==> src/rtl/clk_div_monitor.sv <==
// Receive-side checker for a divided clock sampled in the master clock domain.
// Measures period/high/low time, checks the period against EXP_DIV +/- TOL, and flags lock and stuck.
module clk_div_monitor #(
    parameter int unsigned CNT_W   = 8,
    parameter int unsigned EXP_DIV = 7,
    parameter int unsigned TOL     = 0,
    parameter int unsigned LOCK_N  = 4
) (
    input  logic             clk,
    input  logic             rst,
    input  logic             en,
    input  logic             div_clk_in,
    input  logic             clr_err,
    output logic [CNT_W-1:0] period,
    output logic [CNT_W-1:0] high_cnt,
    output logic [CNT_W-1:0] low_cnt,
    output logic             meas_valid,
    output logic             err,
    output logic [7:0]       err_cnt,
    output logic             lock,
    output logic             stuck
);

    localparam logic [CNT_W-1:0] CntMax = {CNT_W{1'b1}};
    localparam logic [CNT_W-1:0] PerLo  = CNT_W'(EXP_DIV - TOL);
    localparam logic [CNT_W-1:0] PerHi  = CNT_W'(EXP_DIV + TOL);
    localparam int unsigned      RunW   = $clog2(LOCK_N + 1);
    localparam logic [RunW-1:0]  RunMax = RunW'(LOCK_N);

    if (!((EXP_DIV + TOL < (2 ** CNT_W) - 1) && (EXP_DIV > TOL))) begin : g_param_check
        $error("clk_div_monitor: EXP_DIV/TOL out of range for CNT_W");
    end

    typedef enum logic [1:0] {StIdle, StHigh, StLow} state_e;

    state_e           state_q, state_d;
    logic             d_q, d_d;
    logic             armed_q, armed_d;
    logic [CNT_W-1:0] cnt_q, cnt_d;
    logic [CNT_W-1:0] h_q, h_d;
    logic [CNT_W-1:0] period_q, period_d;
    logic [CNT_W-1:0] high_q, high_d;
    logic [CNT_W-1:0] low_q, low_d;
    logic             meas_valid_q, meas_valid_d;
    logic             err_q, err_d;
    logic [7:0]       err_cnt_q, err_cnt_d;
    logic [RunW-1:0]  run_q, run_d;
    logic             lock_q, lock_d;
    logic             stuck_q, stuck_d;

    logic rise;
    logic fall;
    logic good;

    always_comb begin
        rise  = div_clk_in & ~d_q;
        fall  = ~div_clk_in & d_q;
        good  = (cnt_q >= PerLo) && (cnt_q <= PerHi);
        d_d   = div_clk_in;
        armed_d = armed_q | rise;
        if (rise) begin
            cnt_d = CNT_W'(1);
        end else if (cnt_q == CntMax) begin
            cnt_d = cnt_q;
        end else begin
            cnt_d = cnt_q + CNT_W'(1);
        end
    end

    always_comb begin
        state_d      = state_q;
        h_d          = h_q;
        period_d     = period_q;
        high_d       = high_q;
        low_d        = low_q;
        meas_valid_d = 1'b0;
        err_d        = 1'b0;
        run_d        = run_q;
        lock_d       = lock_q;
        stuck_d      = stuck_q;

        if (!en) begin
            state_d = StIdle;
            lock_d  = 1'b0;
            stuck_d = 1'b0;
            run_d   = '0;
        end else if (rise) begin
            stuck_d = 1'b0;
            case (state_q)
                StIdle: state_d = StHigh;
                // Rise without a fall cannot happen for a synchronous input; ignore it.
                StHigh: state_d = StHigh;
                StLow: begin
                    state_d      = StHigh;
                    period_d     = cnt_q;
                    high_d       = h_q;
                    low_d        = cnt_q - h_q;
                    meas_valid_d = 1'b1;
                    if (good) begin
                        run_d = (run_q == RunMax) ? run_q : run_q + RunW'(1);
                        if (run_d == RunMax) begin
                            lock_d = 1'b1;
                        end
                    end else begin
                        err_d  = 1'b1;
                        run_d  = '0;
                        lock_d = 1'b0;
                    end
                end
                default: state_d = StIdle;
            endcase
        end else if ((cnt_q == CntMax) && !stuck_q && ((state_q != StIdle) || armed_q)) begin
            stuck_d = 1'b1;
            lock_d  = 1'b0;
            run_d   = '0;
            state_d = StIdle;
        end else if (fall && (state_q == StHigh)) begin
            state_d = StLow;
            h_d     = cnt_q;
        end
    end

    // clr_err is sampled on the same edge that launches an err pulse, so both can coincide.
    always_comb begin
        err_cnt_d = err_cnt_q;
        if (clr_err) begin
            err_cnt_d = err_d ? 8'd1 : 8'd0;
        end else if (err_d && (err_cnt_q != 8'hff)) begin
            err_cnt_d = err_cnt_q + 8'd1;
        end
    end

    always_ff @(posedge clk or posedge rst) begin
        if (rst) begin
            state_q      <= StIdle;
            d_q          <= 1'b0;
            armed_q      <= 1'b0;
            cnt_q        <= '0;
            h_q          <= '0;
            period_q     <= '0;
            high_q       <= '0;
            low_q        <= '0;
            meas_valid_q <= 1'b0;
            err_q        <= 1'b0;
            err_cnt_q    <= '0;
            run_q        <= '0;
            lock_q       <= 1'b0;
            stuck_q      <= 1'b0;
        end else begin
            state_q      <= state_d;
            d_q          <= d_d;
            armed_q      <= armed_d;
            cnt_q        <= cnt_d;
            h_q          <= h_d;
            period_q     <= period_d;
            high_q       <= high_d;
            low_q        <= low_d;
            meas_valid_q <= meas_valid_d;
            err_q        <= err_d;
            err_cnt_q    <= err_cnt_d;
            run_q        <= run_d;
            lock_q       <= lock_d;
            stuck_q      <= stuck_d;
        end
    end

    assign period     = period_q;
    assign high_cnt   = high_q;
    assign low_cnt    = low_q;
    assign meas_valid = meas_valid_q;
    assign err        = err_q;
    assign err_cnt    = err_cnt_q;
    assign lock       = lock_q;
    assign stuck      = stuck_q;

endmodule
==> config.mk <==
export PLATFORM = sky130hd
export DESIGN_NAME = clk_div_monitor
export DESIGN_NICKNAME = d
export VERILOG_FILES = /design/src/rtl/clk_div_monitor.sv
export SDC_FILE = /design/constraint.sdc
export NUM_CORES = 1
export LEC_CHECK = 0
export ABC_AREA = 1
export ABC_CLOCK_PERIOD_IN_PS = 2500
export CAP_MARGIN = 10
export CORE_MARGIN = 3
export CORE_UTILIZATION = 55
export DETAILED_ROUTE_END_ITERATION = 10
export PLACE_DENSITY = 0.8
export SYNTH_ARGS = -nofsm -noshare
export SYNTH_HDL_FRONTEND = slang
export SYNTH_SLANG_ARGS = --single-unit
==> constraint.sdc <==
create_clock -name clk -period 2.5 [get_ports clk]
set_clock_uncertainty 0.1 [all_clocks]
set_input_delay 0.5 -clock clk [delete_from_list [all_inputs] [get_ports clk]]
set_output_delay 0.5 -clock clk [all_outputs]
set_load 0.02 [all_outputs]
# --- Word level (Yosys, flattened, before mapping) ---
# Index checks and enable logic that the tools add are counted.
word_totals:
  word_cells: 85
  ff_bits: 59
  inputBits: 5
  out_inout_bits: 36
op_classes:
  n_reduce_logical: 15
  order_cmp: 2
  bitwise: 7
  n_addsub: 4
  mux: 32
  eq_ne: 11
op_table:
  columns: ["op", "count"]
  rows:
  - ["2-to-1 mux 8 bit", 4]
  - ["2-to-1 mux 1 bit", 18]
  - ["2-to-1 mux 3 bit", 6]
  - ["adder 8 x 1 -> 8 bit, second input constant", 2]
  - ["equality test 8 bit, second input constant", 1]
  - ["greater-or-equal comparator 8 x 3 -> 1 bit, second input constant", 1]
  - ["less-or-equal comparator 8 x 3 -> 1 bit, second input constant", 1]
  - ["2-to-1 mux 2 bit", 4]
  - ["!= test 8 bit, second input constant", 1]
  - ["subtractor 8 bit", 1]
  - ["equality test 3 bit, second input constant", 2]
  - ["AND reduction 3 bit", 2]
  - ["logical AND 1 bit", 5]
  - ["!= test 4 x 1 -> 1 bit, second input constant", 1]
  - ["!= test 4 x 3 -> 1 bit, second input constant", 1]
  - ["NOT 1 bit", 4]
  - ["AND reduction 4 bit", 1]
  - ["nonzero test 2 bit", 2]
  - ["adder 3 x 1 -> 3 bit, second input constant", 1]
  - ["!= test 3 x 1 -> 1 bit, second input constant", 1]
  - ["!= test 3 x 2 -> 1 bit, second input constant", 1]
  - ["OR reduction 3 bit", 1]
  - ["bitwise AND 1 bit", 2]
  - ["equality test 2 x 1 -> 1 bit, second input constant", 1]
  - ["7 further kinds", 7]

# --- Depth between registers and ports, before layout ---
logic_depth:
  word_depth: 9
  mapped_depth: 11
  ltp_nobuf: 11

# --- Worst setup path before layout ---
# Ideal clock, no wire load.
synth_path:
  path_kind: "register -> register"
  startpoint: "register cnt_q[0]"
  endpoint: "register low_q[6] (netlist: low_cnt[6])"
  path_buffers: 0
  path_stages_with_launch: 10
  period_less_slack_ns: 1.636
  t_required_ns: 2.282
  arrival_time_ns: 1.419
  slack_ns: 0.864
  setup_time_ns: 0.118
  path_cell_list: "dfrtp_1 inv_1 ha_1 fa_1 inv_1 nand4_1 nand3_1 nand2_1 nand3_1 nand2_1"
synth_via:
  elab_chain_cells: 1
synth_rtl:
  columns: ["element", "line", "rtl"]
  rows:
  - ["start: declaration", "39", "logic [CNT_W-1:0] cnt_q, cnt_d;"]
  - ["start signal: assignment", "153", "cnt_q <= cnt_d;"]
  - ["subtractor 8 bit", "97", "low_d = cnt_q - h_q;"]
  - ["end signal: assignment", "157", "low_q <= low_d;"]
  - ["end: declaration", "43", "logic [CNT_W-1:0] low_q, low_d;"]
# Every way passes these cells.
# A chain may end at the register's enable or synchronous reset.

# --- Worst setup path in the final report ---
layout_path:
  startpoint: "register err_cnt_q[3] (netlist: err_cnt[3])"
  endpoint: "output port err_cnt[3]"
layout_rtl:
  columns: ["element", "line", "rtl"]
  rows:
  - ["start: declaration", "46", "logic [7:0] err_cnt_q, err_cnt_d;"]
  - ["start signal: assignment", "160", "err_cnt_q <= err_cnt_d;"]
  - ["end: declaration", "19", "output logic [7:0] err_cnt,"]
# No word-level cell between the ends.

==> out/results.ini <==
[power_and_ir_drop]
seqPwrFrac=0.394
leakage_nw=1.79
power_density_nw_per_um2=774
power_w=0.00287
ir_drop_uv=548
netSwitchingFraction=0.324
combPwrFrac=0.259
p_clk_frac=0.348
power_switching_w=0.000929
power.internal_w=0.00194

[timing]
drv_slew=0
min_period_over_period=0.824
fin_tns_setup_ns=0
fmax_mhz=486
finalWorstPathRequiredPeriod_ns=2.06
worst-slew-pin-transition_ns=0.415
hold_violations=0
max_slew_margin=0.723
grt_setup_unrepaired=no
setup_viol=0

[placement]
dp_hpwl_um=4500
gp_congestion=0.834
portBuffers=40
placed_cells=459

[floorplanning]
die_w_um=79.8
die_y_um=79.8
pin_count=41
rows=26
initial_core_util=0.576
fp.dieArea_um2=6380
coreArea_um2=5200

[yosys]
yosys.area.top_type=dfrtp_1
syn-num-nets=371
synth-edff-count=0
synthTopCellsByArea=dfrtp_1 (49%), nand2_1 (13%), inv_1 (4.8%)
yosys_register_bits=59
ys_types=30
synthesis.area_um2=3000
yosysWarnings=0
synthCells=354
async_flop_share=1.00
synthFlopType=dfrtp_1
synth_top_area_share=0.492
syn_avg_cell_area_um2=8.47
ys_seq_area_frac=0.492

[worst_setup_path]
endpoint_kind=output pin
r2r_start=cnt_q[0]$_DFFE_PP0P_
critPathArrivalTime_ns=1.46
crit_fanout=6
max_stage_delay_ns=0.66
critPathLaunchType=register
critPathKind=register to output pin
critPathBufInv=1
cpMaxStageDelayCell=clkdlybuf4s50_1
cpLargestDelayFamily=buffers and inverters
critPathRequiredTime_ns=1.90
path_cells=clkdlybuf4s50_1
setup.worst_path.start=err_cnt[3]$_DFFE_PP0P_

[clocking]
post-cts-setup-buffers=0
cts-resized-gates=0
cts_buffers=9
clockRootBuffer=clkbuf_8
htree_levels=3
clk_latency_ns=0.35
clockBufferDepth=2
cts_tree=yes
cts_sinks=59
clk_pin_slew_worst_paths_ns=0.07
cts_hold_buf=0

[drt]
routed_wl_um=6290
vias=2435
vias_per_cell=5.13
routedWlPerCell_um=13.2
dr.pass1.iters=4
drtAntennaViolNets=0
drc=0
drt_iter0_drc=216

[grt]
antenna_found_initial=0
grt_pass1_wl_um=11000
grt_pass1_vias=2355
grt_max_degree=42
grt_usage=0.223
grt_overflow_total=0

[final_layout]
areaGrowthSynthToFinish_pct=23.5
drive_above_1_share=0.0963
antenna_cells=0
layout_commonest_cell=nand2_1
layout_common_cells=nand2_1 (101), dfrtp_1 (59), clkdlybuf4s50_1 (40)
instances_no_fill=475
nets=417

[outcome]
status=complete, no violations

[min_path]
min_path_type=input port to asynchronous set/reset pin

[flow_run]
cap_viol_max_count=0

per-stage QoR:
stage / hold slack [ns] / util / setup WS [ns] / area, um2
4_1_cts: 0.381 / 0.712 / 0.429 / 3700
5_1_grt: 0.408 / 0.712 / 0.395 / 3700
3_5_place_dp: 0.347 / 0.668 / 0.219 / 3480
6_report: 0.365 / 0.712 / 0.441 / 3700
2_1_floorplan: 0.323 / - / 0.444 / 3000
3_3_place_gp: 0.338 / 0.668 / 0.333 / 3480
Yosys cell counts, types with 2 or more instances:
cell type	count
a21oi_1	5
a31oi_1	4
clkbuf_1	6
dfrtp_1	59
ha_1	11
inv_1	38
inv_2	3
nand2_1	101
nand2_2	6
nand2_4	2
nand3_1	27
nand4_1	6
nor2_1	18
nor2_2	2
nor2_4	3
nor2_8	2
nor3_1	4
o21ai_0	27
o21ai_1	12
xor2_1	8
path summary, 6_finish.rpt:
kind,end,depth (start not counted),slack [ns]
worst max-delay path,err_cnt[3],1,0.44
worst min-delay path,low_cnt[5]$_DFFE_PP0P_,2,0.37
worst max register to register,low_cnt[6]$_DFFE_PP0P_,9,0.67
worst min register to register,high_cnt[0]$_DFFE_PP0P_,2,0.38
max in group asynchronous,run_q[1]$_DFFE_PP0P_,3,1.39
min in group clk,high_cnt[0]$_DFFE_PP0P_,2,0.38
power groups by stage:
stage	registers (W)	logic [W]	clock network, W
after floorplan	0.00116	0.000496	0
after global placement	0.00114	0.000712	0
after detailed placement	0.00114	0.000738	0
after CTS	0.00113	0.000744	0.00101
after global routing	0.00114	0.000851	0.00105
final	0.00113	0.000742	0.000997
cell families after synthesis:
group | synth area share
AO/OA/AOI/OAI | 0.0893
XOR/XNOR | 0.0234
adder cells (fa/ha/maj) | 0.0526
buffers and inverters | 0.0655
flip-flops | 0.492
multiplexers | 0.00334
AND/OR/NAND/NOR | 0.274
worst register-to-register path, delay by kind of cell, from the launching register on:
family | cells | cell delay [ns]
buffers and inverters | 2 | 0.20
adders and majority gates | 2 | 0.66
and+or+nand+nor | 5 | 0.40
DFF | 1 | 0.37
metal layers:
| metal | vias up | wire, um | track usage |
|---|---|---|---|
| li1 | 1233 | - | - |
| met1 | 1137 | 2990 | 0.309 |
| met2 | 50 | 2950 | 0.337 |
| met3 | 15 | 224 | 0.0440 |
| met4 | 0 | 127 | 0.106 |
| met5 | - | 0 | 0 |
state kept, by name, indices dropped and copies added (netlist names), 2 cells and up:
signal / count
period: 8
err_cnt: 8
h_q: 8
state_q: 2
cnt_q: 8
run_q: 3
high_cnt: 8
low_cnt: 8
area by class of cell:
class	count	area, um2
clock buffer	12	155
fill	398	1500
sequential	59	1480
inverter	42	159
timing repair buffer	42	428
tap	70	87.6
clock inverter	4	72.6
multi-input combinational	246	1330
Note: power is estimated with default switching activity, not from simulation.
